File: src/rtl/imm_enc_pkg.sv
// ============================================================================
// Module  : imm_enc_pkg
// Purpose : Shared definitions for the RISC-V immediate encoder.
//           - Format select codes IMM_I..IMM_J, shared with imm_gen and control.
//           - Per-format masks of the instruction bits that hold immediate data.
//           - Range/alignment check of an immediate for a given format.
//           - Reference immediate decoder (imm_gen behaviour), used by the
//             optional round-trip self-check (IMM_ENC_ROUNDTRIP_EN).
// Ports   : none (package)
// Rev     : 1.0  initial release
// ============================================================================
`default_nettype none

package imm_enc_pkg;

  // Format select codes; values 5..7 are illegal.
  localparam logic [2:0] IMM_I = 3'd0;
  localparam logic [2:0] IMM_S = 3'd1;
  localparam logic [2:0] IMM_B = 3'd2;
  localparam logic [2:0] IMM_U = 3'd3;
  localparam logic [2:0] IMM_J = 3'd4;

  // Instruction bits owned by the immediate for each format.
  localparam logic [31:0] MASK_I = 32'hFFF0_0000;
  localparam logic [31:0] MASK_S = 32'hFE00_0F80;
  localparam logic [31:0] MASK_B = 32'hFE00_0F80;
  localparam logic [31:0] MASK_U = 32'hFFFF_F000;
  localparam logic [31:0] MASK_J = 32'hFFFF_F000;

  function automatic logic [31:0] imm_field_mask(input logic [2:0] sel);
    logic [31:0] m;
    m = 32'h0000_0000;
    case (sel)
      IMM_I:   m = MASK_I;
      IMM_S:   m = MASK_S;
      IMM_B:   m = MASK_B;
      IMM_U:   m = MASK_U;
      IMM_J:   m = MASK_J;
      default: m = 32'h0000_0000;
    endcase
    return m;
  endfunction

  // 1 when the immediate cannot be represented exactly in the selected format.
  // "All upper bits equal" is the sign-extension test for the format's width.
  function automatic logic imm_range_err(input logic [2:0] sel, input logic [31:0] imm);
    logic e;
    e = 1'b1;
    case (sel)
      IMM_I, IMM_S: e = !((&imm[31:11]) || (~|imm[31:11]));
      IMM_B:        e = !((&imm[31:12]) || (~|imm[31:12])) || imm[0];
      IMM_U:        e = |imm[11:0];
      IMM_J:        e = !((&imm[31:20]) || (~|imm[31:20])) || imm[0];
      default:      e = 1'b1;
    endcase
    return e;
  endfunction

  // Immediate decoder, bit-for-bit the behaviour of imm_gen.
  function automatic logic [31:0] imm_decode(input logic [2:0] sel, input logic [31:0] instr);
    logic [31:0] v;
    v = 32'h0000_0000;
    case (sel)
      IMM_I:   v = {{20{instr[31]}}, instr[31:20]};
      IMM_S:   v = {{20{instr[31]}}, instr[31:25], instr[11:7]};
      IMM_B:   v = {{19{instr[31]}}, instr[31], instr[7], instr[30:25], instr[11:8], 1'b0};
      IMM_U:   v = {instr[31:12], 12'h000};
      IMM_J:   v = {{11{instr[31]}}, instr[31], instr[19:12], instr[20], instr[30:21], 1'b0};
      default: v = 32'h0000_0000;
    endcase
    return v;
  endfunction

endpackage

`default_nettype wire

File: src/rtl/imm_enc_pack.sv
// ============================================================================
// Module  : imm_enc_pack
// Purpose : Combinational immediate packer. Places the selected format's
//           immediate bits into a base instruction word and flags immediates
//           that are out of range or misaligned for the format.
// Ports   : sel       in  3   format select (IMM_I..IMM_J, 5..7 illegal)
//           imm       in  32  signed immediate
//           base      in  32  instruction word supplying all non-imm bits
//           instr     out 32  packed word (base unchanged for illegal sel)
//           range_err out 1   immediate not representable, or sel illegal
// Rev     : 1.0  initial release
// ============================================================================
`default_nettype none

module imm_enc_pack
  import imm_enc_pkg::*;
(
  input  logic [2:0]  sel,
  input  logic [31:0] imm,
  input  logic [31:0] base,
  output logic [31:0] instr,
  output logic        range_err
);

  logic [31:0] field;
  logic [31:0] mask;

  always_comb begin
    field = 32'h0000_0000;
    case (sel)
      IMM_I:   field = {imm[11:0], 20'h00000};
      IMM_S:   field = {imm[11:5], 13'h0000, imm[4:0], 7'h00};
      IMM_B:   field = {imm[12], imm[10:5], 13'h0000, imm[4:1], imm[11], 7'h00};
      IMM_U:   field = {imm[31:12], 12'h000};
      IMM_J:   field = {imm[20], imm[10:1], imm[11], imm[19:12], 12'h000};
      default: field = 32'h0000_0000;
    endcase
  end

  // Out-of-range immediates still get packed (truncated); only the flag tells.
  assign mask      = imm_field_mask(sel);
  assign instr     = (base & ~mask) | field;
  assign range_err = imm_range_err(sel, imm);

endmodule

`default_nettype wire

File: src/rtl/imm_enc.sv
// ============================================================================
// Module  : imm_enc
// Purpose : Two-stage valid/ready pipeline around imm_enc_pack. Packs a
//           signed immediate into the I/S/B/U/J bit positions of a base
//           instruction word, flags bad immediates and counts flagged results
//           in a saturating counter.
// Config  : IMM_ENC_ROUNDTRIP_EN - when defined, the S2 result is decoded
//           again and out_rt_fail reports a mismatch with the S2 immediate.
//           When undefined, out_rt_fail is tied to 0.
// Params  : CNT_W        width of err_cnt
// Ports   : clk          in   1      rising-edge clock
//           rst_n        in   1      asynchronous active-low reset
//           in_valid     in   1      request valid
//           in_ready     out  1      request accepted on in_valid && in_ready
//           in_sel       in   3      format select
//           in_imm       in   32     signed immediate
//           in_base      in   32     base instruction word
//           out_valid    out  1      result valid
//           out_ready    in   1      result consumed on out_valid && out_ready
//           out_instr    out  32     packed instruction word
//           out_err      out  1      range/alignment/select error
//           out_rt_fail  out  1      round-trip mismatch
//           err_cnt      out  CNT_W  saturating count of consumed errored results
// Rev     : 1.0  initial release
// ============================================================================
`default_nettype none

module imm_enc
  import imm_enc_pkg::*;
#(
  parameter int CNT_W = 16
) (
  input  logic             clk,
  input  logic             rst_n,
  input  logic             in_valid,
  output logic             in_ready,
  input  logic [2:0]       in_sel,
  input  logic [31:0]      in_imm,
  input  logic [31:0]      in_base,
  output logic             out_valid,
  input  logic             out_ready,
  output logic [31:0]      out_instr,
  output logic             out_err,
  output logic             out_rt_fail,
  output logic [CNT_W-1:0] err_cnt
);

  // S1 state
  logic        s1_valid_q, s1_valid_d;
  logic [2:0]  s1_sel_q,   s1_sel_d;
  logic [31:0] s1_imm_q,   s1_imm_d;
  logic [31:0] s1_base_q,  s1_base_d;

  // S2 state (drives out_*)
  logic        s2_valid_q, s2_valid_d;
  logic [31:0] s2_instr_q, s2_instr_d;
  logic        s2_err_q,   s2_err_d;

  logic [CNT_W-1:0] err_cnt_q, err_cnt_d;

  logic        s2_load;
  logic        s1_load;
  logic [31:0] pack_instr;
  logic        pack_err;

  // Each stage may load when empty or when the stage after it is draining.
  assign s2_load  = !s2_valid_q || out_ready;
  assign s1_load  = !s1_valid_q || s2_load;
  assign in_ready = s1_load;

  imm_enc_pack u_pack (
    .sel       (s1_sel_q),
    .imm       (s1_imm_q),
    .base      (s1_base_q),
    .instr     (pack_instr),
    .range_err (pack_err)
  );

  always_comb begin
    s1_valid_d = s1_valid_q;
    s1_sel_d   = s1_sel_q;
    s1_imm_d   = s1_imm_q;
    s1_base_d  = s1_base_q;
    if (s1_load) begin
      s1_valid_d = in_valid;
      if (in_valid) begin
        s1_sel_d  = in_sel;
        s1_imm_d  = in_imm;
        s1_base_d = in_base;
      end
    end
  end

  always_comb begin
    s2_valid_d = s2_valid_q;
    s2_instr_d = s2_instr_q;
    s2_err_d   = s2_err_q;
    if (s2_load) begin
      s2_valid_d = s1_valid_q;
      if (s1_valid_q) begin
        s2_instr_d = pack_instr;
        s2_err_d   = pack_err;
      end
    end
  end

  always_comb begin
    err_cnt_d = err_cnt_q;
    if (s2_valid_q && out_ready && s2_err_q && (err_cnt_q != {CNT_W{1'b1}})) begin
      err_cnt_d = err_cnt_q + {{(CNT_W-1){1'b0}}, 1'b1};
    end
  end

  always_ff @(posedge clk or negedge rst_n) begin
    if (!rst_n) begin
      s1_valid_q <= 1'b0;
      s1_sel_q   <= 3'd0;
      s1_imm_q   <= 32'h0000_0000;
      s1_base_q  <= 32'h0000_0000;
      s2_valid_q <= 1'b0;
      s2_instr_q <= 32'h0000_0000;
      s2_err_q   <= 1'b0;
      err_cnt_q  <= {CNT_W{1'b0}};
    end else begin
      s1_valid_q <= s1_valid_d;
      s1_sel_q   <= s1_sel_d;
      s1_imm_q   <= s1_imm_d;
      s1_base_q  <= s1_base_d;
      s2_valid_q <= s2_valid_d;
      s2_instr_q <= s2_instr_d;
      s2_err_q   <= s2_err_d;
      err_cnt_q  <= err_cnt_d;
    end
  end

  assign out_valid = s2_valid_q;
  assign out_instr = s2_instr_q;
  assign out_err   = s2_err_q;
  assign err_cnt   = err_cnt_q;

`ifdef IMM_ENC_ROUNDTRIP_EN
  // S2 keeps its own copy of sel/imm so the packed word can be decoded again.
  logic [2:0]  s2_sel_q, s2_sel_d;
  logic [31:0] s2_imm_q, s2_imm_d;
  logic [31:0] rt_imm;

  always_comb begin
    s2_sel_d = s2_sel_q;
    s2_imm_d = s2_imm_q;
    if (s2_load && s1_valid_q) begin
      s2_sel_d = s1_sel_q;
      s2_imm_d = s1_imm_q;
    end
  end

  always_ff @(posedge clk or negedge rst_n) begin
    if (!rst_n) begin
      s2_sel_q <= 3'd0;
      s2_imm_q <= 32'h0000_0000;
    end else begin
      s2_sel_q <= s2_sel_d;
      s2_imm_q <= s2_imm_d;
    end
  end

  assign rt_imm      = imm_decode(s2_sel_q, s2_instr_q);
  // Errored results are truncated by design, so only clean ones are checked.
  assign out_rt_fail = s2_valid_q && !s2_err_q && (rt_imm != s2_imm_q);
`else
  assign out_rt_fail = 1'b0;
`endif

endmodule

`default_nettype wire

File: config.mk
export PLATFORM = sky130hd
export DESIGN_NAME = imm_enc
export DESIGN_NICKNAME = d
export VERILOG_FILES = /design/src/rtl/imm_enc_pkg.sv /design/src/rtl/imm_enc_pack.sv /design/src/rtl/imm_enc.sv
export SDC_FILE = /design/constraint.sdc
export NUM_CORES = 1
export LEC_CHECK = 0
export BUFFER_PORTS_ARGS = -buffer_cell sky130_fd_sc_hd__buf_2
export CAP_MARGIN = 20
export CORE_UTILIZATION = 55
export CTS_CLUSTER_DIAMETER = 150
export CTS_CLUSTER_SIZE = 16
export DETAILED_ROUTE_END_ITERATION = 8
export PLACE_DENSITY = 0.82
export SETUP_SLACK_MARGIN = 0.02
export SKIP_CTS_REPAIR_TIMING = 1
export SYNTH_ARGS = -nofsm -noshare
export SYNTH_HDL_FRONTEND = slang
export SYNTH_SLANG_ARGS = --single-unit
File: constraint.sdc
create_clock -name clk -period 4 [get_ports clk]
set_input_delay 0 -clock clk [delete_from_list [all_inputs] [get_ports clk]]
set_output_delay 0 -clock clk [all_outputs]
set_load 0.005 [all_outputs]
# --- Word level (Yosys, flattened, before mapping) ---
# Index checks and enable logic that the tools add are counted.
word_totals:
  ff_bits: 118
  latchBits: 0
  ram_bits: 0
  rom_bits: 0
  inputBits: 71
  output_inout_bits: 52
  word_cells: 51
  mem_count: 0
op_classes:
  add_sub_neg: 1
  n_mul: 0
  div: 0
  magnitude_cmp: 0
  n_eq_ne: 5
  n_shift: 0
  n_mux: 3
  bitwise_logic: 3
  n_reduce_logical: 31
op_table:
  columns: ["operator", "count"]
  rows:
  - ["$pmux 32 s5", 1]
  - ["$pmux 32 s3", 1]
  - ["$and 32x32->32", 1]
  - ["$not 32->32", 1]
  - ["$or 32x32->32", 1]
  - ["$reduce_or 12->1", 2]
  - ["$reduce_and 21->1", 1]
  - ["$reduce_or 21->1", 1]
  - ["$reduce_and 20->1", 1]
  - ["$reduce_or 20->1", 1]
  - ["$add 16x1->16 const B", 1]
  - ["$ne 16x16->1 const B", 1]
  - ["$reduce_and 12->1", 1]
  - ["$logic_not 1->1", 8]
  - ["$logic_or 1x1->1", 7]
  - ["$eq 3x2->1 const B", 2]
  - ["$reduce_or 2->1", 3]
  - ["$pmux 1 s4", 1]
  - ["$reduce_and 2->1", 2]
  - ["$eq 3x1->1 const B", 1]
  - ["$eq 3x3->1 const B", 1]
  - ["$logic_and 1x1->1", 3]
  - ["$logic_not 3->1", 1]

# --- Depth between registers and ports, before layout ---
# Gate-level depths: netlist of run 1.
depth:
  ltp_word: 6
  mapped_depth: 7
  ltp_nobuf: 6

# --- By module ---
# A second synthesis of run 1 with hierarchy kept.
hier_totals:
  hier_cells: 415
  hier_area_um2: 5452.7
by_module_without_submodules:
  columns: ["module", "n_inst", "cells_each", "area_each_um2", "seq_area_each_um2"]
  rows:
  - ["imm_enc", 1, 286, 4575.6, 2952.8]
  - ["imm_enc_pack", 1, 129, 877.1, 0.0]

# --- Worst setup path after synthesis of run 1 ---
# No wires, ideal clock.
synth_path:
  kind: "register to register"
  start: "register err_cnt_q[0], in the netlist err_cnt[0]"
  end: "register err_cnt_q[1], in the netlist err_cnt[1]"
  setup_time_ps: 127
  arrival_ps: 1489
  required_time_ps: 3873
  slack_ps: 2384
  path_stages_with_launch: 8
  path_buffers: 1
  synth_period_minus_slack_ps: 1616
  path_cell_list: "dfrtp_1 ha_1 and3_1 nand3_1 or2_1 buf_6 nand2_2 mux2_1"
synth_via:
  elab_chain_cells: 2
  elab_cells_between_ends: 3
  cone_classes: "add/sub: 1; eq/ne: 1; reduce/logical: 1"
synth_lines:
  columns: ["element", "line", "source"]
  rows:
  - ["start: declaration", "imm_enc.sv:59", "logic [CNT_W-1:0] err_cnt_q, err_cnt_d;"]
  - ["start signal: assignment", "imm_enc.sv:123", "err_cnt_q <= {CNT_W{1'b0}};"]
  - ["start signal: assignment", "imm_enc.sv:132", "err_cnt_q <= err_cnt_d;"]
  - ["branches (longest 2 deep; another with $add 16x1->16)", null, null]
# Parallel ways; which one is timed is not known.
# A chain may end at the register's enable or synchronous reset.

# --- Worst setup path after layout of run 1 ---
layout_path:
  start: "register s1_valid_q"
  end: "register s1_sel_q[1]"
layout_via:
  elab_chain_cells: 3
layout_lines:
  columns: ["element", "line", "source"]
  rows:
  - ["start: declaration", "imm_enc.sv:49", "logic s1_valid_q, s1_valid_d;"]
  - ["start signal: assignment", "imm_enc.sv:125", "s1_valid_q <= s1_valid_d;"]
  - ["$logic_not 1->1", "imm_enc.sv:68", "assign s1_load = !s1_valid_q || s2_load;"]
  - ["$logic_or 1x1->1", "imm_enc.sv:68", null]
  - ["$reduce_and 2->1 (no line)", null, null]
  - ["end signal: assignment", "imm_enc.sv:126", "s1_sel_q <= s1_sel_d;"]
  - ["end: declaration", "imm_enc.sv:50", "logic [2:0] s1_sel_q, s1_sel_d;"]
# Every way passes these cells.

==> flow_summary.json, run 1 <==
{
  "synth_area_per_cell_sq_um": 12.2,
  "core_area_sq_mm": 0.00924,
  "crit_buf_inv": 1,
  "max_cap_violations": 0,
  "grt_overflow": 0,
  "grt_util_met3_pct": 6.39,
  "portBuffers": 121,
  "dr.pass1.iters": 7,
  "die_h_um": 99.5,
  "max-slew-margin-rel_pct": 31.5,
  "nNetsFinal": 688,
  "finalCritPeriodShare_pct": 58.7,
  "rrSetupSlack_ns": 1.65,
  "dp_hpwl_um": 8030,
  "setup_tns_ns": 0,
  "areaGrowthSynthToFinish_pct": 38.4,
  "yosys_warnings": 0,
  "worst_pin_slew_ns": 1.02,
  "synth_flop_cell": "dfrtp_1",
  "path_cells": "nand3b_1 -> nand2_2 -> buf_4 -> mux2_2",
  "clockRootBuffer": "clkbuf_8",
  "viasPerCell": 5.55,
  "rows": 35,
  "period_needed_ns": 2.35,
  "crit_arrival_ns": 2.75,
  "num_io_pins": 123,
  "initial_core_util_pct": 56.5,
  "netlist_area_sq_mm": 0.00522,
  "syn_nets": 499,
  "final_hold_viol_count": 5,
  "cp.required_ns": 4.40,
  "routed_wl_um": 13500,
  "antenna_found_initial": 0,
  "yosysSeqAreaShare_pct": 56.5,
  "dp_cells": 654,
  "startpoint_type": "flop",
  "grt_max_degree": 92,
  "synth_edf_count": 0,
  "holdWs_ns": -0.00883,
  "syn_inst": 427,
  "synthDistinctLibCells": 40,
  "htreeDepth": 4,
  "critPathMaxStageDelay_ns": 0.78,
  "finish.instance_area_sq_mm": 0.00723,
  "max_freq_mhz": 426,
  "worstSetupPathType": "flop to flop",
  "async_flop_share_pct": 100,
  "clk_latency_ns": 0.51,
  "fin_util_pct": 78.3,
  "violations": "hold timing",
  "synth-seq-cells": 118,
  "grt.total_usage_pct": 25.7,
  "drc": 0,
  "num_vias": 4208,
  "clkSlewWorstSetupHoldPaths_ns": 0.06,
  "cts_max_path_buffers": 2,
  "rsz0062_at_grt": "no",
  "fp.dieW_um": 99.5,
  "setup_viol": 0,
  "crit_slowest_cell": "nand2_2",
  "ir_worst_vdd_v": 0.000335,
  "drive_above_1_share_pct": 38.5,
  "path_delay_family": "simple AND/OR/NAND/NOR gates",
  "placed_area_sq_mm": 0.00588,
  "numCtsBuffers": 17,
  "busiest_layer": "met2",
  "finClkSkew_ns": 0.00492,
  "use_met1_pct": 31.9,
  "antenna_cells": 0,
  "leakage_nw": 3.32,
  "powerDensity_mw_per_mm2": 544,
  "die-area_sq_mm": 0.00989,
  "cp-end-kind": "flop",
  "place.gp.congestion": 0.854,
  "grt_pass1_vias": 3991,
  "drt_iter0_drc": 384,
  "hp-class": "primary input to async pin",
  "cts_tree": "built",
  "crit_fanout": 41,
  "avgRoutedWirePerCell_um": 17.8,
  "layout.cells.non_filler": 758,
  "slew_violations": 0,
  "clock_sinks": 118,
  "met2_usage_pct": 42.7,
  "grt_first_pass_wirelength_um": 19200,
  "ant_nets": 0,
  "status": "finished, violations left"
}
Yosys cell counts, types with 9 or more instances:
cell	number	area share, %
dfrtp_1	118	57
nand2_1	43	3.1
xnor2_1	16	2.7
mux2i_1	18	3.4
buf_2	11	1.1
nor2_1	11	0.79
nand3_1	9	0.86
nand4_1	10	1.2
o21ai_0	31	3.0
mux2_2	80	17
sequential cells by signal (all words and copies together), names as in the netlist:
signal / flops
s1_base_q: 32
out_instr: 32
out_valid: 1
out_err: 1
s1_imm_q: 32
err_cnt: 16
s1_valid_q: 1
s1_sel_q: 3
per-layer routing:
| layer | part of all wire [%] | vias up |
|---|---|---|
| met4 | 2.7 | 0 |
| met3 | 5.8 | 42 |
| met2 | 51 | 187 |
| li1 | - | 1918 |
| met5 | 0 | - |
| met1 | 41 | 2061 |
area by class of cell:
class / count / area (sq um)
Sequential cell: 118 / 2950
Fill cell: 578 / 2010
Tap cell: 129 / 161
Inverter: 1 / 3.75
Timing Repair Buffer: 195 / 1360
Clock buffer: 18 / 428
Clock inverter: 14 / 183
Multi-Input combinational cell: 283 / 2140
metrics by stage:
stage               total power [mW]  worst slack [ns]  hold slack, ns
global route                    4.11              1.56          0.0299
floorplan                       2.00              2.38          -0.296
detailed placement              2.30              1.73           0.223
global placement                2.26              1.80           0.230
CTS                             3.87              1.70          -0.314
finish                          3.93              1.65        -0.00883
worst paths after layout:
check / startpoint / depth (start not counted) / end
worst max-delay path: s1_valid_q / 4 / s1_sel_q[1]
worst min-delay path: rst_n / 2 / out_instr[14]
worst max register to register: s1_valid_q / 4 / s1_sel_q[1]
worst min register to register: out_instr[13] / 2 / out_instr[13]
max in group asynchronous: rst_n / 3 / s1_imm_q[29]
min in group clk: in_imm[31] / 3 / s1_imm_q[31]
worst reg2reg max path: cells and delay by family, from the launching register on:
kind / cells / cell delay, ns
buffers and inverters: 1 / 0.50
AND/OR/NAND/NOR: 2 / 0.94
multiplexers: 1 / 0.39
flip-flops: 1 / 0.40
cell families (layout without fill, tap and decap cells):
group | Yosys count | after routing | synth area share (%)
AOI/OAI and AO/OA | 56 | 56 | 6.35
other | 1 | 1 | 0.0718
xor gates and xnor gates | 17 | 17 | 2.85
adders and majority gates | 1 | 1 | 0.239
DFF | 118 | 118 | 56.5
buffers and inverters | 26 | 228 | 2.56
muxes | 99 | 99 | 20.9
and+or+nand+nor | 109 | 109 | 10.5
placed cells by master (no fill, tap or decap), types with 5 or more instances in the layout:
master	n
xnor2_1	16
nand3_1	9
nand2b_1	7
dlygate4sd3_1	71
clkbuf_16	16
o21ai_0	31
buf_2	120
and3_1	5
nand2_1	41
clkinv_2	6
o221ai_1	7
mux2i_1	18
o22ai_1	7
nand4_1	10
dfrtp_1	118
nor3_1	5
mux2_2	80
a21oi_1	6
nor2_1	11
where the power goes:
part	total, mW	internal (mW)	switching, mW
Clock	1.56	1.02	0.536
Sequential	1.64	1.42	0.221
Combinational	0.736	0.404	0.332
Total	3.93	2.85	1.09
(Power assumes the default switching activity.)
==> inputs of run 2 (changes only) <==
- CORE_UTILIZATION: 55 -> 54
- PLACE_DENSITY: 0.82 -> 0.81
- clock period: 4 -> 2.2 ns (I/O delays scaled with it)
==> flow_summary.json, run 2 (same netlist as run 1, synthesis figures left out) <==
{
  "status": "complete, no violations",
  "max_freq_mhz": 540,
  "grt_max_degree": 52,
  "reg2reg_from": "s1_sel_q[1]",
  "cts_max_path_buffers": 2,
  "ir_worst_vdd_v": 0.000746,
  "powerDensity_mw_per_mm2": 987,
  "core_area_sq_mm": 0.00928,
  "p_total_mw": 7.19,
  "clk_latency_ns": 0.52,
  "reg2reg_depth": 4,
  "clkSlewWorstSetupHoldPaths_ns": 0.06,
  "slew_violations": 0,
  "clock_sinks": 118,
  "max-slew-margin-rel_pct": 49.7,
  "layout_common_cells": "buf_2, dfrtp_1, mux2_2",
  "drc": 0,
  "nNetsFinal": 693,
  "areaGrowthSynthToFinish_pct": 39.4,
  "die-area_sq_mm": 0.0101,
  "max_cap_violations": 0,
  "finalCritPeriodShare_pct": 84.2,
  "drt_iter0_drc": 216,
  "leakage_nw": 3.35,
  "avgRoutedWirePerCell_um": 18.2,
  "final_hold_viol_count": 0,
  "dp_cells": 660,
  "rrSetupSlack_ns": 0.35,
  "dr.pass1.iters": 6,
  "clockRootBuffer": "clkbuf_8",
  "cp-end-kind": "flop",
  "dp_hpwl_um": 8240,
  "ant_nets": 0,
  "numCtsBuffers": 17,
  "rsz0062_at_grt": "no",
  "setup_viol": 0,
  "crit_arrival_ns": 2.22,
  "num_io_pins": 123,
  "fillers": 586,
  "drive_above_1_share_pct": 38.9,
  "critPathLaunch": "s1_sel_q[1]",
  "routed_wl_um": 13900,
  "worstSetupPathType": "flop to flop",
  "viasPerCell": 5.50,
  "startpoint_type": "flop",
  "fp.dieW_um": 100,
  "hp-class": "primary input to async pin",
  "htreeDepth": 4,
  "portBuffers": 121,
  "antenna_found_initial": 1,
  "cp.required_ns": 2.57,
  "layout.cells.most_common": "buf_2",
  "grt_overflow": 0,
  "crit_path_end": "out_instr[10]",
  "grt.total_usage_pct": 25.3,
  "rows": 35,
  "initial_core_util_pct": 56.3,
  "cts_tree": "built",
  "grt_pass1_vias": 3834,
  "grt_first_pass_wirelength_um": 19200,
  "r2r-end": "out_instr[10]",
  "setup_tns_ns": 0,
  "finClkSkew_ns": 0.0115,
  "worst_pin_slew_ns": 0.752,
  "crit_fanout": 11,
  "place.gp.congestion": 0.873,
  "period_needed_ns": 1.85,
  "layout.cells.non_filler": 763,
  "die_h_um": 100,
  "num_vias": 4197
}
run 2: how the worst min path moves through the flow:
stage          slack [ns]  cells after the start   from             to
5_1_grt              0.06                      2  rst_n  out_instr[19]
3_5_place_dp         0.02                      1  rst_n   s1_base_q[4]
2_1_floorplan       -0.30                      0  rst_n     err_cnt[0]
4_1_cts             -0.52                      1  rst_n  out_instr[14]
3_3_place_gp         0.01                      1  rst_n   s1_base_q[4]
6_report             0.02                      2  rst_n   out_instr[8]
run 2: area by class of cell:
cell class,count,area [sq um],area share (%)
Inverter,1,3.75,0.0515
Sequential cell,118,2950,40.5
Antenna cell,1,2.50,0.0344
Multi-Input combinational cell,283,2140,29.4
Clock buffer,23,497,6.82
Tap cell,129,161,2.22
Timing Repair Buffer,200,1400,19.3
Clock inverter,8,119,1.63
run 2: critical path: stages, from the launching register on:
cell     delay [ns]
dfrtp_1        0.53
xnor2_1        0.20
nor2_1         0.56
mux2i_1        0.31
o21ai_0        0.10
run 2: metal layers:
metal / wire length, um / global-route usage, % / up-vias
li1: - / - / 1923
met1: 5500 / 32.4 / 2066
met2: 7250 / 39.9 / 172
met3: 806 / 8.22 / 36
met4: 363 / 10.6 / 0
met5: 0 / 0 / -
run 2: report_power, final:
part	switching (mW)	internal [mW]
registers	0.371	2.58
logic	0.650	0.750
clock network	0.941	1.89
run 2: metrics by stage:
| stage | setup slack (ns) | hold WS [ns] | area [sq um] | utilization, % |
|---|---|---|---|---|
| 5_1_grt | 0.212 | 0.0559 | 7280 | 78.4 |
| 6_report | 0.347 | 0.0173 | 7280 | 78.4 |
| 4_1_cts | 0.416 | -0.517 | 6570 | 70.8 |
| 3_3_place_gp | 0.522 | 0.0121 | 5950 | 64.1 |
| 2_1_floorplan | 0.584 | -0.296 | 5220 | - |
| 3_5_place_dp | 0.477 | 0.0153 | 5950 | 64.1 |
==> inputs of run 3 (changes only) <==
- ABC_AREA: unset -> 1
- CORE_UTILIZATION: 54 -> 49
- PLACE_DENSITY: 0.81 -> 0.77
- clock period: 2.2 -> 1.7 ns (I/O delays scaled with it)
==> flow_summary.json, run 3 <==
{
  "final_hold_viol_count": 0,
  "grt.total_usage_pct": 24.2,
  "crit_slowest_cell": "dfrtp_1",
  "powerDensity_mw_per_mm2": 1250,
  "period_needed_ns": 1.52,
  "synth_common_cells": "dfrtp_1, nand2_1, nor2_1",
  "crit_buf_inv": 1,
  "max-slew-margin-rel_pct": 66.2,
  "leakage_nw": 3.74,
  "slew_violations": 0,
  "synth_top_area_share_pct": 53.4,
  "synth_flop_cell": "dfrtp_1",
  "crit_arrival_ns": 1.84,
  "core_area_sq_mm": 0.0109,
  "grt_pass1_vias": 4493,
  "worst_pin_slew_ns": 0.508,
  "setup_tns_ns": 0,
  "synth-seq-cells": 118,
  "cp-end-kind": "flop",
  "clkSlewWorstSetupHoldPaths_ns": 0.06,
  "finClkSkew_ns": 0.0107,
  "place.gp.congestion": 0.854,
  "critPathMaxStageDelay_ns": 0.39,
  "hp-class": "primary input to flop",
  "regArea_sq_mm": 0.00295,
  "antenna_found_initial": 0,
  "yosysTopAreaCell": "dfrtp_1",
  "p_total_mw": 9.47,
  "cp.required_ns": 2.02,
  "routed_wl_um": 14400,
  "fp.dieW_um": 108,
  "portBuffers": 121,
  "die_h_um": 108,
  "ir_worst_vdd_v": 0.000597,
  "yosysSeqAreaShare_pct": 53.4,
  "max_cap_violations": 0,
  "whs_endpoint": "s1_valid_q",
  "async_flop_share_pct": 100,
  "hp-start": "in_valid",
  "antenna_cells": 0,
  "clockRootBuffer": "clkbuf_16",
  "num_vias": 4849,
  "reg2reg_from": "err_cnt[1]",
  "path_cells": "ha_1 -> nand3_2 -> nor2_1 -> nand3_1 -> nand2_4 -> inv_6 -> nand2_2 -> xor2_1",
  "die-area_sq_mm": 0.0117,
  "worstSetupPathType": "flop to flop",
  "preCtsSetupSlack_ns": 0.217,
  "htreeDepth": 4,
  "cp.depth": 8,
  "reg2reg_depth": 8,
  "avgRoutedWirePerCell_um": 15.2,
  "syn_inst": 597,
  "startpoint_type": "flop",
  "synth_area_per_cell_sq_um": 9.26,
  "layout.cells.most_common": "buf_2",
  "whs_path_depth": 4,
  "synth_most_common_cell": "dfrtp_1",
  "viasPerCell": 5.10,
  "multi_input_area_sq_mm": 0.00220,
  "cts_max_path_buffers": 2,
  "rows": 38,
  "numCtsBuffers": 17,
  "max_freq_mhz": 658,
  "drive_above_1_share_pct": 29.0,
  "finalCritPeriodShare_pct": 89.4,
  "holdWs_ns": 0.0823,
  "crit_fanout": 9,
  "clock_sinks": 118,
  "yosys_warnings": 0,
  "synthDistinctLibCells": 38,
  "grt_first_pass_wirelength_um": 21600,
  "setup_slack_ns": 0.181,
  "nNetsFinal": 870,
  "rrSetupSlack_ns": 0.18,
  "synth_edf_count": 0,
  "drc": 0,
  "grt_max_degree": 42,
  "fin_util_pct": 69.4,
  "dp_hpwl_um": 9360,
  "clk_latency_ns": 0.41,
  "rsz0062_at_grt": "no",
  "ys_top_cells_by_area": "dfrtp_1, nand2_1, mux2_2",
  "initial_core_util_pct": 50.5,
  "dr.pass1.iters": 5,
  "ant_nets": 0,
  "path_delay_family": "simple AND/OR/NAND/NOR gates",
  "r2r-end": "err_cnt[9]",
  "grt_overflow": 0,
  "status": "complete, no violations",
  "fillers": 843,
  "layout_common_cells": "buf_2, dfrtp_1, nand2_1",
  "netlist_area_sq_mm": 0.00553,
  "drt_iter0_drc": 260,
  "num_io_pins": 123,
  "cts_tree": "built",
  "syn_nets": 669,
  "setup_viol": 0,
  "areaGrowthSynthToFinish_pct": 37.3
}
-- run 3: changes by cell type after synthesis, moves of 11 or more --
cell	before	now
nor2_1	11	95
nand2_1	43	114
a21oi_1	6	58
inv_1	1	52
mux2_2	80	32
mux2i_1	18	0
o21ai_0	31	14
o21ai_1	0	11
-- run 3: worst max path at each step --
stage | startpoint | to
3_3_place_gp | err_cnt[1] | err_cnt[14]
6_report | err_cnt[1] | err_cnt[9]
5_1_grt | err_cnt[1] | err_cnt[9]
4_1_cts | err_cnt[1] | err_cnt[9]
3_5_place_dp | err_cnt[1] | err_cnt[9]
2_1_floorplan | err_cnt[1] | err_cnt[14]
-- run 3: metrics by stage --
stage / instances / cell area (sq um)
final: 951 / 7580
after global routing: 951 / 7580
after CTS: 882 / 6890
after detailed placement: 850 / 6310
after global placement: 850 / 6310
after floorplan: 597 / 5530
-- run 3: logic make-up (layout without fill, tap and decap cells) --
| logic type | count (synthesis) | after routing | share of synthesized area [%] |
|---|---|---|---|
| DFF | 118 | 118 | 53.4 |
| muxes | 32 | 32 | 6.52 |
| AOI/OAI and AO/OA | 101 | 101 | 10.2 |
| and+or+nand+nor | 250 | 250 | 20.3 |
| adders and majority gates | 1 | 1 | 0.226 |
| xor gates and xnor gates | 15 | 15 | 2.38 |
| other | 1 | 1 | 0.0679 |
| buffers and inverters | 79 | 293 | 6.86 |
-- run 3: routing by layer --
layer	share of wire (%)	track usage, %	up-vias
met1	43	32.0	2339
met4	1.7	9.20	0
met5	0	0	-
li1	-	-	2324
met3	5.2	5.55	18
met2	50	38.6	168
-- run 3: area by class of cell --
class / instances / area share [%]
Clock buffer: 24 / 6.75
Clock inverter: 8 / 0.924
Inverter: 60 / 3.07
Multi-Input combinational cell: 400 / 29.0
Sequential cell: 118 / 38.9
Tap cell: 140 / 2.31
Timing Repair Buffer: 201 / 19.0
-- run 3: power by group --
group / internal, mW / leakage, nW / switching, mW
logic: 0.973 / 2.09 / 1.13
clock network: 2.23 / 0.288 / 1.26
registers: 3.40 / 1.36 / 0.482
-- run 3: worst min-delay path, cell delays in order --
cell     delay [ns]
buf_2          0.11
nand2_4        0.07
buf_12         0.18
nand2_1        0.08
